==> config.mk <==
export PLATFORM = sky130hd
export DESIGN_NAME = serial_adder
export DESIGN_NICKNAME = d
export VERILOG_FILES = /design/src/rtl/serial_adder.sv
export SDC_FILE = /design/constraint.sdc
export NUM_CORES = 1
export LEC_CHECK = 0
export CAP_MARGIN = 30
export CORE_ASPECT_RATIO = 0.6
export CORE_UTILIZATION = 35
export DETAILED_ROUTE_END_ITERATION = 16
export HOLD_SLACK_MARGIN = 0.1
export SLEW_MARGIN = 20
export SYNTH_ARGS = -nofsm -noshare
export SYNTH_HDL_FRONTEND = slang
export SYNTH_SLANG_ARGS = --single-unit
export TNS_END_PERCENT = 5
==> constraint.sdc <==
create_clock -name clk -period 2.9 [get_ports clk]
set_input_delay 0.435 -clock clk [delete_from_list [all_inputs] [get_ports clk]]
set_output_delay 0.435 -clock clk [all_outputs]
set_load 0.01 [all_outputs]
==> src/rtl/serial_adder.sv <==
// Bit-serial LSB-first adder with a start/ready/done handshake.
// Optional subtract mode is enabled by defining SERIAL_ADDER_SUB_EN.
module serial_adder #(
    parameter int unsigned WIDTH = 8
) (
    input  logic             clk,
    input  logic             rst,
    input  logic             start,
    input  logic [WIDTH-1:0] opa,
    input  logic [WIDTH-1:0] opb,
`ifdef SERIAL_ADDER_SUB_EN
    input  logic             sub,
`endif
    output logic             ready,
    output logic             busy,
    output logic             done,
    output logic [WIDTH-1:0] sum,
    output logic             carry
);

    localparam int unsigned CW = (WIDTH > 1) ? $clog2(WIDTH) : 1;
    localparam logic [CW-1:0] LAST = CW'(WIDTH - 1);

    typedef enum logic [1:0] {IDLE, RUN, DONE} state_t;

    state_t           state, state_n;
    logic [WIDTH-1:0] a_q, a_n;
    logic [WIDTH-1:0] b_q, b_n;
    logic [WIDTH-1:0] r_q, r_n;
    logic [WIDTH-1:0] sum_n;
    logic [CW-1:0]    cnt_q, cnt_n;
    logic             c_q, c_n;
    logic             sub_q, sub_n;
    logic             carry_n;
    logic             sub_in;

`ifdef SERIAL_ADDER_SUB_EN
    assign sub_in = sub;
`else
    assign sub_in = 1'b0;
`endif

    // One bit slice: two cascaded half adders plus the registered carry.
    logic             b_bit, h1, s_bit, c_out;
    logic [WIDTH-1:0] r_shift;

    always_comb begin
        b_bit   = b_q[0] ^ sub_q;
        h1      = a_q[0] ^ b_bit;
        s_bit   = h1 ^ c_q;
        c_out   = (a_q[0] & b_bit) | (h1 & c_q);
        r_shift = WIDTH'({s_bit, r_q} >> 1);
    end

    // Next-state and datapath control.
    always_comb begin
        state_n = state;
        a_n     = a_q;
        b_n     = b_q;
        r_n     = r_q;
        c_n     = c_q;
        cnt_n   = cnt_q;
        sub_n   = sub_q;
        sum_n   = sum;
        carry_n = carry;

        case (state)
            IDLE, DONE: begin
                if (start) begin
                    a_n     = opa;
                    b_n     = opb;
                    r_n     = '0;
                    c_n     = sub_in;
                    sub_n   = sub_in;
                    cnt_n   = '0;
                    state_n = RUN;
                end else begin
                    state_n = IDLE;
                end
            end
            RUN: begin
                a_n   = a_q >> 1;
                b_n   = b_q >> 1;
                r_n   = r_shift;
                c_n   = c_out;
                cnt_n = CW'(cnt_q + 1'b1);
                if (cnt_q == LAST) begin
                    sum_n   = r_shift;
                    carry_n = c_out;
                    state_n = DONE;
                end
            end
            default: state_n = IDLE;
        endcase
    end

    // State, datapath and registered handshake outputs.
    always_ff @(posedge clk) begin
        if (rst) begin
            state <= IDLE;
            a_q   <= '0;
            b_q   <= '0;
            r_q   <= '0;
            c_q   <= 1'b0;
            cnt_q <= '0;
            sub_q <= 1'b0;
            sum   <= '0;
            carry <= 1'b0;
            done  <= 1'b0;
            busy  <= 1'b0;
            ready <= 1'b1;
        end else begin
            state <= state_n;
            a_q   <= a_n;
            b_q   <= b_n;
            r_q   <= r_n;
            c_q   <= c_n;
            cnt_q <= cnt_n;
            sub_q <= sub_n;
            sum   <= sum_n;
            carry <= carry_n;
            done  <= (state_n == DONE);
            busy  <= (state_n == RUN);
            ready <= (state_n != RUN);
        end
    end

endmodule

==> Word-level counts from Yosys, hierarchy flattened <==
Index checks and enable logic that the tools add are counted.
{ "word_totals": {"reg_bits": 42, "inputBits": 19, "output_inout_bits": 12} }
{ "op_classes": {"n_reduce_logical": 5, "bitwise_logic": 5, "n_eq_ne": 7, "n_addsub": 1, "mux": 13} }
{ "ops": {"columns": ["cell", "count"], "rows": [
  ["$pmux W8 S2", 3],
  ["$mux W8", 3],
  ["$pmux W3 S2", 1],
  ["$eq A2 B1 Y1 const B", 2],
  ["$eq A2 B2 Y1 const B", 2],
  ["$pmux W2 S2", 1],
  ["$reduce_and A2 Y1", 2],
  ["$add A3 B1 Y3 const B", 1],
  ["$eq A3 B3 Y1 const B", 1],
  ["$mux W3", 1],
  ["$and A1 B1 Y1", 2],
  ["$logic_not A2 Y1", 1],
  ["$mux W1", 2],
  ["$mux W2", 1],
  ["$ne A2 B1 Y1 const B", 1],
  ["$ne A2 B2 Y1 const B", 1],
  ["$pmux W1 S2", 1],
  ["$reduce_bool A2 Y1", 1],
  ["$reduce_or A2 Y1", 1],
  ["$xor A1 B1 Y1", 2],
  ["$or A1 B1 Y1", 1]
]} }

==> Longest topological paths before layout <==
{ "depth": {"word_depth": 4, "mapped_depth": 6, "depth_no_buf": 5} }

==> Least setup slack after synthesis <==
OpenSTA, ideal clock, no wires.
{ "synth_path": {"path_type": "reg-to-reg", "from": "register cnt_q[0]", "to": "register carry", "setup_ps": 86, "arrival_ps": 1196, "path_buffers": 1, "path_slack_ps": 1619, "t_required_ps": 2814, "path_stages_with_launch": 6, "path_cell_list": "dfxtp_1 -> ha_1 -> ha_1 -> and3b_1 -> buf_2 -> a211oi_1"} }
{ "synth_via": {"elab_chain_cells": 2} }
{ "synth_lines": {"columns": ["element", "line", "text"], "rows": [
  ["from (decl)", "31", "logic [CW-1:0] cnt_q, cnt_n;"],
  ["from (signal assigned)", "118", "cnt_q <= cnt_n;"],
  ["$eq A3 B3 Y1", "87", "if (cnt_q == LAST) begin"],
  ["$reduce_and A2 Y1 (no source line)", null, null],
  ["to (signal assigned)", "121", "carry <= carry_n;"],
  ["to (decl)", "18", "output logic carry"]
]} }
Every way passes these cells.
A chain may end at the register's enable or synchronous reset.

==> Worst setup path after layout <==
{ "layout_path": {"from": "register sum[3]", "to": "output sum[3]"} }
{ "layout_lines": {"columns": ["element", "line", "text"], "rows": [
  ["from (decl)", "17", "output logic [WIDTH-1:0] sum,"],
  ["from (signal assigned)", "120", "sum <= sum_n;"]
]} }
No word-level cell between the ends.

==> impl.org <==
** CTS
- # hold bufs at CTS :: 0
- At the later pin of the worst-skew pair, clock insertion delay measures 300 ps.
- Clock sink count :: 41
- Depth of the CTS H-tree :: 2
- CTS clock-pin slew for the worst setup and hold paths :: 70 ps
- Clk buf depth :: 2
- Gates resized during post-CTS repair numbered 0.
- TritonCTS built the clock tree.
- Number of buffers inserted during clock tree synthesis :: 5
- Buffers inserted by post-CTS timing repair :: 0
- Root buffer cell :: sky130_fd_sc_hd__clkbuf_8

** Setup path
- For the worst setup path, the data required time is 2470 ps.
- In this run the worst path has a maximum fanout of 2.
- STA classifies the critical path startpoint as a flip-flop.
- Worst reg-to-reg setup slack :: 1320 ps
- The worst register-to-register path has a depth of 4.
- Cell type of the slowest stage on the worst timing path :: sky130_fd_sc_hd__clkdlybuf4s50_1
- In this run the number of cells on the critical path is 1.
- In this design, the stage delay of the slowest critical-path cell is 540 ps.
- Worst R2R Start :: state[1]
- Together, buffers and inverters on the worst path number 1.
- Crit path kind :: flip-flop to primary output
- Cell type group with the largest total delay on the critical path :: buffers and inverters
- Setup crit end kind :: primary output
- The signal on the critical path passes through clkdlybuf4s50_1.
- Terminus of the critical flop-to-flop path :: state[0]
- Worst endpoint data arrival time :: 1170 ps

** Final layout
- 0 antenna diodes ended up in the layout.
- Once layout is complete, the cells apart from fillers number 281.
- Number of nets in the finished design :: 242
- In the final layout, the share of cells above drive strength 1 is 0.0679.
- Synthesis-to-layout area growth :: 25.9%
- Once layout is complete, the utilization of the core stands at 0.480.

** STA
- At the pin with the least slew margin, the transition time is 791 ps.
- For the final routed database, the setup TNS stands at 0 ps.
- Shortest period the worst path allows :: 1600 ps
- Largest clock skew in the final design :: 5.38 ps
- Setup violations remaining at the end of the flow were counted as 0.
- Setup repair after global routing left no endpoint under its margin.
- Based on the critical path, the design can be clocked at up to 0.624 GHz.
- In the finished design, the share of the clock period the worst path needs comes to 0.553.
- Final hold analysis gives a worst-case slack of 458 ps.
- Measured against its own limit, the worst slew margin works out to 0.472.
- Number of max-slew violations in the final report :: 0
- Number of hold-slack violations in the final timing report :: 0

** Global routing
- Number of global-route vias before repair :: 1,275
- Total gr overflow :: 0
- Across every metal layer, demand over resource in global routing totals 0.156.
- Entering global routing, the biggest net connects 42 pins.
- First-pass GRT wire length :: 5780 µm
- Initial antenna violation count :: 0

** Synthesis
- Cell taking the most area after synthesis :: sky130_fd_sc_hd__dfxtp_1
- Ranked by total cell area, the synthesized netlist is headed by sky130_fd_sc_hd__dfxtp_1, sky130_fd_sc_hd__nand2_1, sky130_fd_sc_hd__a21oi_1.
- When the netlist entered floorplanning its net count stood at 217.
- Cell area after technology mapping :: 0.00163 mm²
- Unique cell type count in the Yosys netlist :: 20
- The synthesized-area fraction occupied by ao, oa, aoi and oai cells came to 0.160.
- Share of cell area taken by muxes after synthesis :: 0
- Of the total synthesized cell area, the portion taken by AND, OR, NAND and NOR gates is 0.249.
- Synth warn :: 0
- Of the post-synthesis cell area, the dominant cell type holds 0.503.
- Each instance of the synthesized netlist takes up on average 8.36 µm².
- Counting every instance in the synthesized netlist gives 195.
- Main combinational cell family by area after synthesis :: simple AND/OR/NAND/NOR gates
- Flip-flop and latch count after synthesis :: 41
- Xor/xnor cell area share of the yosys netlist :: 0
- Adder-cell area share of the yosys netlist :: 0.0276
- Of the synthesized area, sequential elements account for 0.503.

** Status
- Result of the run :: complete, no violations

** Min path
- In this run the worst hold path is classified as flip-flop to flip-flop.
- The startpoint identified for the worst hold timing path is sum[2].
- Terminating pin of the worst hold path :: sum[2]
- Cell count of the worst hold path :: 2

** Routing
- The detailed router finished its first iteration with 56 violations.
- Average wire per standard cell :: 11.6 µm
- Wire length after detailed routing :: 3260 µm
- The count of nets left with antenna violations once routing finished came out at 0.
- Iteration count of the initial detailed-routing pass :: 4
- Average vias per placed instance :: 4.77
- Across all layers, the routed design uses 1,340 vias.
- DRC violations left :: 0

** Power and ir drop
- Summed over all cells, the static leakage comes to 0.725 nW.
- In this run the power density over the cells is 557 mW/mm².
- Worst vdd rail ir drop :: 0.214 mV

** Floorplanning
- The die covers 0.00494 mm².
- Initial Util :: 0.381
- Io pins :: 31
- Horizontal die dimension :: 90.1 µm
- Std-Cell Rows :: 18
- The floorplan step defined a core boundary enclosing 0.00428 mm².
- Measured along the y axis, the die boundary spans 54.9 µm.

** Run
- Max Cap Viol :: 0

** Placement
- Placed wire-length estimate after detailed placement :: 2140 µm
- Number of input and output port buffers inserted :: 30
- The congestion estimate from routability-driven global placement came to 0.706.
- Placed Cells :: 273
-- sequential cells by signal, indices dropped and copies added (netlist names) --
signal  cells
c_q         1
a_q         8
busy        1
b_q         8
done        1
sum         8
carry       1
ready       1
state       2
cnt_q       3
r_q         7
-- cells in the final DEF, fill, tap and decap left out, drive strengths merged --
cell type / netlist / final
nand2: 52 / 52
dfxtp: 41 / 41
clkdlybuf4s50: 0 / 30
a21oi: 20 / 20
nor2: 18 / 18
a311oi: 14 / 14
nand3: 13 / 13
clkbuf: 5 / 7
nand2b: 6 / 6
nor2b: 4 / 4
buf: 11 / 4
inv: 3 / 3
a211oi: 2 / 2
ha: 2 / 2
and3b: 1 / 1
nand3b: 1 / 1
o21ai: 1 / 1
fa: 1 / 1
clkinv: 0 / 1
-- synth_stat cells --
library cell and n:
sky130_fd_sc_hd__a211oi_1 2, sky130_fd_sc_hd__a21oi_1 20, sky130_fd_sc_hd__a311oi_1 11, sky130_fd_sc_hd__a311oi_2 3
sky130_fd_sc_hd__and3b_1 1, sky130_fd_sc_hd__buf_2 8, sky130_fd_sc_hd__buf_4 2, sky130_fd_sc_hd__buf_6 1
sky130_fd_sc_hd__clkbuf_1 5, sky130_fd_sc_hd__dfxtp_1 41, sky130_fd_sc_hd__fa_1 1, sky130_fd_sc_hd__ha_1 2
sky130_fd_sc_hd__inv_1 3, sky130_fd_sc_hd__nand2_1 52, sky130_fd_sc_hd__nand2b_1 6, sky130_fd_sc_hd__nand3_1 13
sky130_fd_sc_hd__nand3b_1 1, sky130_fd_sc_hd__nor2_1 18, sky130_fd_sc_hd__nor2b_1 4, sky130_fd_sc_hd__o21ai_0 1
-- routing by layer --
layer / part of all wire / global-route usage
met5: 0 / 0
met4: 0.017 / 0.0806
met3: 0.055 / 0.0486
met2: 0.38 / 0.233
met1: 0.55 / 0.206
-- worst max path at each step --
stage	endpoint	slack (ps)	from
2_1_floorplan	carry	1620	cnt_q[0]
3_3_place_gp	a_q[2]	1100	start
4_1_cts	sum[3]	1280	sum[3]
3_5_place_dp	a_q[4]	1060	start
5_1_grt	state[0]	1130	state[1]
6_report	sum[3]	1300	sum[3]
-- worst register-to-register path, cell delays in order (launching register included) --
cell and delay, ps:
sky130_fd_sc_hd__dfxtp_1 350, sky130_fd_sc_hd__nand2b_1 320, sky130_fd_sc_hd__buf_4 390, sky130_fd_sc_hd__o21ai_0 220
sky130_fd_sc_hd__nor2b_1 180
-- where the power goes --
part           leakage [nW]  switching, W  total, W  internal (W)
sequential            0.335     0.0000142  0.000604      0.000590
combinational         0.336     0.0000702  0.000130     0.0000598
clock                0.0542      0.000194  0.000409      0.000215
total                 0.725      0.000279   0.00114      0.000865
-- per-stage QoR --
step	total power (W)	cell area, µm²	worst slack, ps
after CTS	0.00116	2050	1280
after detailed placement	0.000748	1950	1060
after global routing	0.00120	2050	1130
after global placement	0.000747	1950	1100
after floorplan	0.000703	1630	1620
final	0.00114	2050	1300
-- area by class of cell --
cell class,count,area [µm²]
Clock buffer,7,96.3
Clock inverter,1,5.00
Fill cell,439,2230
Inverter,3,11.3
Multi-Input combinational cell,135,713
Sequential cell,41,821
Tap cell,60,75.1
Timing Repair Buffer,34,330
-- kinds of logic (layout without fill, tap and decap cells) --
kind of cell / after synthesis / in the layout
AND/OR/NAND/NOR: 95 / 95
flip-flops: 41 / 41
AO/OA/AOI/OAI: 37 / 37
buffers and inverters: 19 / 45
adder cells (fa/ha/maj): 3 / 3
Power figures use the tool's default switching activity.
